[src/rtl/ste_adc_sampler_if.sv]
// rtl/ste_adc_sampler_if.sv - XADC DRP read port bundle for the ADC sampler
//
// Purpose: groups the DRP read handshake between the sampler (master) and
// the XADC DRP port (slave).
// Signals:
//   drp_den_o    master->slave  one-cycle read enable
//   drp_daddr_o  master->slave  7-bit register address
//   drp_drdy_i   slave->master  read data valid
//   drp_do_i     slave->master  16-bit read data
interface ste_adc_sampler_if;
    logic        drp_den_o;
    logic [6:0]  drp_daddr_o;
    logic        drp_drdy_i;
    logic [15:0] drp_do_i;

    modport master (
        output drp_den_o,
        output drp_daddr_o,
        input  drp_drdy_i,
        input  drp_do_i
    );

    modport slave (
        input  drp_den_o,
        input  drp_daddr_o,
        output drp_drdy_i,
        output drp_do_i
    );
endinterface

[src/rtl/ste_adc_sampler.sv]
// rtl/ste_adc_sampler.sv - paced XADC DRP reader producing a sample stream
//
// Purpose: issues one DRP read every sample_div_i+1 clocks, captures the
// MSB-aligned result and presents it with a one-cycle update strobe; raises
// a one-cycle averager clear whenever the sampling context changes.
// Ports:
//   clk, rst_n        clock, asynchronous active-low reset
//   enable_i          sampling enable
//   sample_div_i      sample period minus one, in clk cycles
//   drp               DRP read port (master side of ste_adc_sampler_if)
//   dout_o            last captured sample, drp_do_i[15 -: DATA_W]
//   dout_update_o     one-cycle strobe, dout_o holds a new sample
//   avg_clr_o         one-cycle averager clear request
//   busy_o            high from request until the DRP transaction ends
//   timeout_o         sticky DRP timeout flag, cleared on enable rising edge
//   overrun_cnt_o     saturating dropped-tick counter
// Optional feature macro: STE_SMP_OVERRUN_CNT_EN builds the dropped-tick
// counter; without it overrun_cnt_o is tied to zero.
module ste_adc_sampler #(
    parameter int         DATA_W   = 16,
    parameter int         DIV_W    = 24,
    parameter int         TIMEOUT  = 255,
    parameter logic [6:0] DRP_ADDR = 7'h03
) (
    input  logic                 clk,
    input  logic                 rst_n,
    input  logic                 enable_i,
    input  logic [DIV_W-1:0]     sample_div_i,
    ste_adc_sampler_if.master    drp,
    output logic [DATA_W-1:0]    dout_o,
    output logic                 dout_update_o,
    output logic                 avg_clr_o,
    output logic                 busy_o,
    output logic                 timeout_o,
    output logic [7:0]           overrun_cnt_o
);

    // Wait counter runs 0..TIMEOUT-1 across the WAIT_RDY cycles.
    localparam int TO_W = (TIMEOUT > 1) ? $clog2(TIMEOUT) : 1;
    localparam logic [TO_W-1:0] TO_LAST = TO_W'(TIMEOUT - 1);

    typedef enum logic [2:0] {
        IDLE,
        WAIT_TICK,
        REQ,
        WAIT_RDY,
        OUT
    } state_t;

    state_t              state_q;
    logic [DIV_W-1:0]    timer_q, timer_d;
    logic                tick_q, tick_d;
    logic                en_q;
    logic [DIV_W-1:0]    div_q;
    logic                avg_clr_q, avg_clr_d;
    logic                den_q;
    logic                busy_q;
    logic                upd_q;
    logic                timeout_q;
    logic [DATA_W-1:0]   dout_q;
    logic [TO_W-1:0]     to_cnt_q;
    logic                en_rise;

    assign en_rise = enable_i & ~en_q;

    // Timer is parked at zero while disabled so the first tick lands on the
    // cycle right after enable rises; the tick itself is registered.
    always_comb begin
        timer_d = timer_q;
        tick_d  = 1'b0;
        if (!enable_i) begin
            timer_d = '0;
        end else if (timer_q == '0) begin
            timer_d = sample_div_i;
            tick_d  = 1'b1;
        end else begin
            timer_d = timer_q - 1'b1;
        end
    end

    // Enable edge and divider change share one pulse, so coincident events
    // collapse naturally.
    always_comb begin
        avg_clr_d = en_rise | (enable_i & (sample_div_i != div_q));
    end

    always_ff @(posedge clk or negedge rst_n) begin
        if (!rst_n) begin
            timer_q   <= '0;
            tick_q    <= 1'b0;
            en_q      <= 1'b0;
            div_q     <= '0;
            avg_clr_q <= 1'b0;
        end else begin
            timer_q   <= timer_d;
            tick_q    <= tick_d;
            en_q      <= enable_i;
            div_q     <= sample_div_i;
            avg_clr_q <= avg_clr_d;
        end
    end

    // Request sequencer. A den already issued is always run to drdy or
    // timeout, so at most one read is ever outstanding; ticks seen outside
    // WAIT_TICK are simply lost.
    always_ff @(posedge clk or negedge rst_n) begin
        if (!rst_n) begin
            state_q   <= IDLE;
            den_q     <= 1'b0;
            busy_q    <= 1'b0;
            upd_q     <= 1'b0;
            timeout_q <= 1'b0;
            dout_q    <= '0;
            to_cnt_q  <= '0;
        end else begin
            den_q <= 1'b0;
            upd_q <= 1'b0;
            if (en_rise) begin
                timeout_q <= 1'b0;
            end
            case (state_q)
                IDLE: begin
                    if (enable_i) begin
                        state_q <= WAIT_TICK;
                    end
                end
                WAIT_TICK: begin
                    if (!enable_i) begin
                        state_q <= IDLE;
                    end else if (tick_q) begin
                        state_q <= REQ;
                        den_q   <= 1'b1;
                        busy_q  <= 1'b1;
                    end
                end
                REQ: begin
                    to_cnt_q <= '0;
                    state_q  <= WAIT_RDY;
                end
                WAIT_RDY: begin
                    if (drp.drp_drdy_i) begin
                        busy_q <= 1'b0;
                        if (enable_i) begin
                            dout_q  <= drp.drp_do_i[15 -: DATA_W];
                            upd_q   <= 1'b1;
                            state_q <= OUT;
                        end else begin
                            // Disabled while in flight: drop the data.
                            state_q <= IDLE;
                        end
                    end else if (to_cnt_q == TO_LAST) begin
                        busy_q    <= 1'b0;
                        timeout_q <= 1'b1;
                        state_q   <= WAIT_TICK;
                    end else begin
                        to_cnt_q <= to_cnt_q + 1'b1;
                    end
                end
                OUT: begin
                    state_q <= enable_i ? WAIT_TICK : IDLE;
                end
                default: begin
                    state_q <= IDLE;
                end
            endcase
        end
    end

`ifdef STE_SMP_OVERRUN_CNT_EN
    logic [7:0] ovr_q;

    always_ff @(posedge clk or negedge rst_n) begin
        if (!rst_n) begin
            ovr_q <= '0;
        end else if (en_rise) begin
            ovr_q <= '0;
        end else if (tick_q && (state_q != WAIT_TICK) && (ovr_q != 8'hFF)) begin
            ovr_q <= ovr_q + 1'b1;
        end
    end

    assign overrun_cnt_o = ovr_q;
`else
    assign overrun_cnt_o = '0;
`endif

    assign drp.drp_den_o   = den_q;
    assign drp.drp_daddr_o = DRP_ADDR;
    assign dout_o          = dout_q;
    assign dout_update_o   = upd_q;
    assign avg_clr_o       = avg_clr_q;
    assign busy_o          = busy_q;
    assign timeout_o       = timeout_q;

endmodule

[src/flat_wrapper.sv]
// flat-port wrapper written by rule: the top's interface ports become plain ports
module ste_adc_sampler_flat 
#(
    parameter int         DATA_W   = 16,
    parameter int         DIV_W    = 24,
    parameter int         TIMEOUT  = 255,
    parameter logic [6:0] DRP_ADDR = 7'h03
)
  (clk, rst_n, enable_i, sample_div_i, dout_o, dout_update_o, avg_clr_o, busy_o, timeout_o, overrun_cnt_o, drp_drp_den_o, drp_drp_daddr_o, drp_drp_drdy_i, drp_drp_do_i);
  ste_adc_sampler_if drp_i ();
  input  logic clk;
  input  logic rst_n;
  input  logic enable_i;
  input  logic [DIV_W-1:0] sample_div_i;
  output logic [DATA_W-1:0] dout_o;
  output logic dout_update_o;
  output logic avg_clr_o;
  output logic busy_o;
  output logic timeout_o;
  output logic [7:0] overrun_cnt_o;
  output wire logic [$bits(drp_i.drp_den_o)-1:0] drp_drp_den_o;
  output wire logic [$bits(drp_i.drp_daddr_o)-1:0] drp_drp_daddr_o;
  input wire logic [$bits(drp_i.drp_drdy_i)-1:0] drp_drp_drdy_i;
  input wire logic [$bits(drp_i.drp_do_i)-1:0] drp_drp_do_i;
  assign drp_drp_den_o = drp_i.drp_den_o;
  assign drp_drp_daddr_o = drp_i.drp_daddr_o;
  assign drp_i.drp_drdy_i = drp_drp_drdy_i;
  assign drp_i.drp_do_i = drp_drp_do_i;
  ste_adc_sampler #(.DATA_W(DATA_W), .DIV_W(DIV_W), .TIMEOUT(TIMEOUT), .DRP_ADDR(DRP_ADDR)) u_core (.clk(clk), .rst_n(rst_n), .enable_i(enable_i), .sample_div_i(sample_div_i), .drp(drp_i), .dout_o(dout_o), .dout_update_o(dout_update_o), .avg_clr_o(avg_clr_o), .busy_o(busy_o), .timeout_o(timeout_o), .overrun_cnt_o(overrun_cnt_o));
endmodule
[config.mk]
export PLATFORM = sky130hd
export DESIGN_NAME = ste_adc_sampler_flat
export DESIGN_NICKNAME = d
export VERILOG_FILES = /design/src/rtl/ste_adc_sampler_if.sv /design/src/rtl/ste_adc_sampler.sv /design/src/flat_wrapper.sv
export SDC_FILE = /design/constraint.sdc
export NUM_CORES = 1
export LEC_CHECK = 0
export CELL_PAD_IN_SITES_DETAIL_PLACEMENT = 0
export CELL_PAD_IN_SITES_GLOBAL_PLACEMENT = 2
export CORE_ASPECT_RATIO = 0.6
export CORE_UTILIZATION = 33
export CTS_CLUSTER_DIAMETER = 30
export DETAILED_ROUTE_END_ITERATION = 12
export PLACE_DENSITY_LB_ADDON = 0.1
export SLEW_MARGIN = 20
export SYNTH_ARGS = -nofsm -noshare
export SYNTH_HDL_FRONTEND = slang
export SYNTH_SLANG_ARGS = --single-unit
[constraint.sdc]
create_clock -name clk -period 3.1 [get_ports clk]
set_clock_uncertainty 0.2 [all_clocks]
set_input_delay 0.465 -clock clk [delete_from_list [all_inputs] [get_ports clk]]
set_output_delay 0.465 -clock clk [all_outputs]
set_load 0.1 [all_outputs]
==> flow_summary.json <==
{
  "reg2reg_slack_ns": 0.30,
  "synth-seq-cells": 82,
  "drive_gt1_frac": 0.189,
  "portBuffers": 64,
  "num_vias": 3037,
  "r2r-start": "u_core.timer_q[6]",
  "diodes": 0,
  "start_kind": "flip-flop",
  "clockRootBuffer": "clkbuf_16",
  "whs_path_depth": 1,
  "worstHoldEndpoint": "u_core.dout_o[15]",
  "synthTopCellsByArea": "dfrtp_1 51%, mux2_2 4.8%, xnor2_1 4.6%",
  "gp_congestion": 0.871,
  "finalPower_uw": 5760,
  "htree_levels": 3,
  "status": "finished, final reports clean",
  "area_growth_pct": 26.2,
  "grt_pass1_vias": 2875,
  "cts_tree": "built",
  "die_h_um": 87.3,
  "fmax_mhz": 357,
  "cap_violations": 0,
  "min_path_type": "reg -> reg",
  "cp_max_fo": 9,
  "ys.flop_type": "dfrtp_1",
  "synth.distinct_cells": 53,
  "finalSetupTns_ns": 0,
  "drtIter0Drc": 203,
  "initial_utilization": 0.346,
  "ys_async_sr_fraction": 1.00,
  "grt_max_degree": 46,
  "row_count": 30,
  "antenna_found_initial": 0,
  "layout_commonest_cell": "dfrtp_1",
  "hpwl_um": 7760,
  "worstMarginPinSlew_ns": 0.668,
  "die_area_mm2": 0.0126,
  "syn_inst": 360,
  "drc": 0,
  "r2r-end": "u_core.timer_q[1]",
  "post-route-period-util": 0.905,
  "yosysWarningCount": 0,
  "clk_pin_slew_ns": 0.06,
  "crit_type": "reg -> reg",
  "layout_common_cells": "82 x dfrtp_1, 42 x clkdlybuf4s50_1, 36 x buf_4",
  "ys_seq_area_frac": 0.512,
  "slew_violations": 0,
  "syn_area_mm2": 0.00401,
  "finalHoldWorstSlack_ns": 0.311,
  "vias_per_cell": 5.12,
  "core_area_mm2": 0.0116,
  "setup_viol": 0,
  "grt-ovfl-total": 0,
  "fin_crit_ns": 2.80,
  "design_area_mm2": 0.00505,
  "p_leak_uw": 0.00215,
  "cts.repair.resized": 0,
  "slew_headroom": 0.551,
  "grt_usage": 0.183,
  "rr_worst_depth": 5,
  "io_pins": 80,
  "hold_viol": 0,
  "detail_route.wl_per_cell_um": 17.8,
  "antenna_left": 0,
  "cts_buffers": 9,
  "dr.pass1.iters": 4,
  "nNetsFinal": 476,
  "synth_top_area_frac": 0.512,
  "clkLatencyLatePin_ns": 0.33,
  "finish.utilization": 0.437,
  "placed_area_mm2": 0.00475,
  "crit_required_ns": 3.13,
  "rsz0062_at_grt": "no",
  "cp-end-kind": "flip-flop",
  "finalWirelength_um": 10600,
  "cts_sinks": 82,
  "synth_top_area_cell": "dfrtp_1",
  "die_x_um": 144,
  "synth_edf_count": 0,
  "nFillCells": 1145,
  "avgSynthCellArea_um2": 11.1,
  "cp.arrival_ns": 2.83,
  "clk_path_buf_depth": 2,
  "p_per_area_mw_per_mm2": 1140,
  "ir_drop_mv": 0.482,
  "grt_pass1_wl_um": 16900,
  "min-delay-start": "u_core.dout_o[15]"
}
-- routing by layer --
metal,global-route usage,part of all wire,up-vias
li1,-,-,1451
met1,0.301,0.55,1489
met2,0.224,0.38,90
met3,0.0467,0.063,7
met4,0.0488,0.0062,0
met5,0,0,-
-- registers in the layout, summed over array words and instances (netlist names), 3 cells and up --
register and flops:
u_core.div_q 24, u_core.state_q 3, u_core.dout_o 16, u_core.to_cnt_q 8, u_core.timer_q 24
-- where the power goes --
part | total, µW | leakage (µW) | internal [µW] | switching [µW]
Clock | 1060 | 0.000145 | 622 | 440
Sequential | 1670 | 0.00103 | 1370 | 308
Combinational | 3020 | 0.000972 | 920 | 2100
-- critical path, stage by stage (launching register included) --
cell and delay, ns:
dfrtp_1 0.46, or4_4 0.59, or3_1 0.39, or3_1 0.53, buf_4 0.26, a211oi_1 0.27
-- per-stage QoR --
step	std cells	worst slack, ns
after floorplan	373	0.546
after global placement	576	0.413
after detailed placement	576	0.361
after CTS	593	0.316
after global routing	593	0.221
final	593	0.295
-- final cells by class --
| type | instances | area, µm² | share of cell area |
|---|---|---|---|
| flip-flops and latches | 82 | 2050 | 0.406 |
| multi-input cells | 248 | 1780 | 0.351 |
| repair buffers | 79 | 701 | 0.139 |
| clock buffers | 9 | 225 | 0.0446 |
| well taps | 160 | 200 | 0.0396 |
| clock inverters | 7 | 70.1 | 0.0139 |
| inverters | 8 | 30.0 | 0.00594 |
-- kinds of logic (layout without fill, tap and decap cells) --
kind of cell | count (synthesis) | after routing | synth area share
buffers and inverters | 43 | 103 | 0.0578
adders and majority gates | 4 | 4 | 0.0125
muxes | 19 | 19 | 0.0528
xor gates and xnor gates | 38 | 38 | 0.0831
DFF | 82 | 82 | 0.512
AOI/OAI and AO/OA | 73 | 73 | 0.136
other | 2 | 15 | 0.00188
and+or+nand+nor | 99 | 99 | 0.143
-- how the worst max path moves through the flow --
stage / start / endpoint / slack [ns]
3_5_place_dp: u_core.timer_q[6] / u_core.timer_q[1] / 0.36
3_3_place_gp: u_core.timer_q[0] / u_core.timer_q[11] / 0.41
5_1_grt: u_core.timer_q[6] / u_core.timer_q[1] / 0.22
6_report: u_core.timer_q[6] / u_core.timer_q[1] / 0.30
4_1_cts: u_core.timer_q[6] / u_core.timer_q[1] / 0.32
2_1_floorplan: u_core.timer_q[5] / u_core.timer_q[17] / 0.55
-- synthesized netlist by cell type (3+ instances only) --
master / count
or3_1: 9
nand2_1: 13
ha_1: 4
nand3_1: 7
nor4_1: 20
a21oi_1: 14
clkbuf_1: 13
xnor2_1: 21
nor3_1: 11
o31ai_1: 13
xor2_1: 17
a211oi_2: 5
buf_4: 15
or4_1: 4
a31oi_1: 5
o21ai_0: 10
buf_2: 5
nand4_1: 7
mux2_2: 17
nor2_1: 11
o41ai_1: 8
a311oi_1: 3
dfrtp_1: 82
a41oi_1: 3
inv_1: 8
-- timing repair --
action / 4_1_cts / 5_1_grt
hold buffers: 1 / 0
endpoints found under the hold margin: 43 / 0
buffers inserted: 0 / 0
Power figures use the tool's default switching activity.
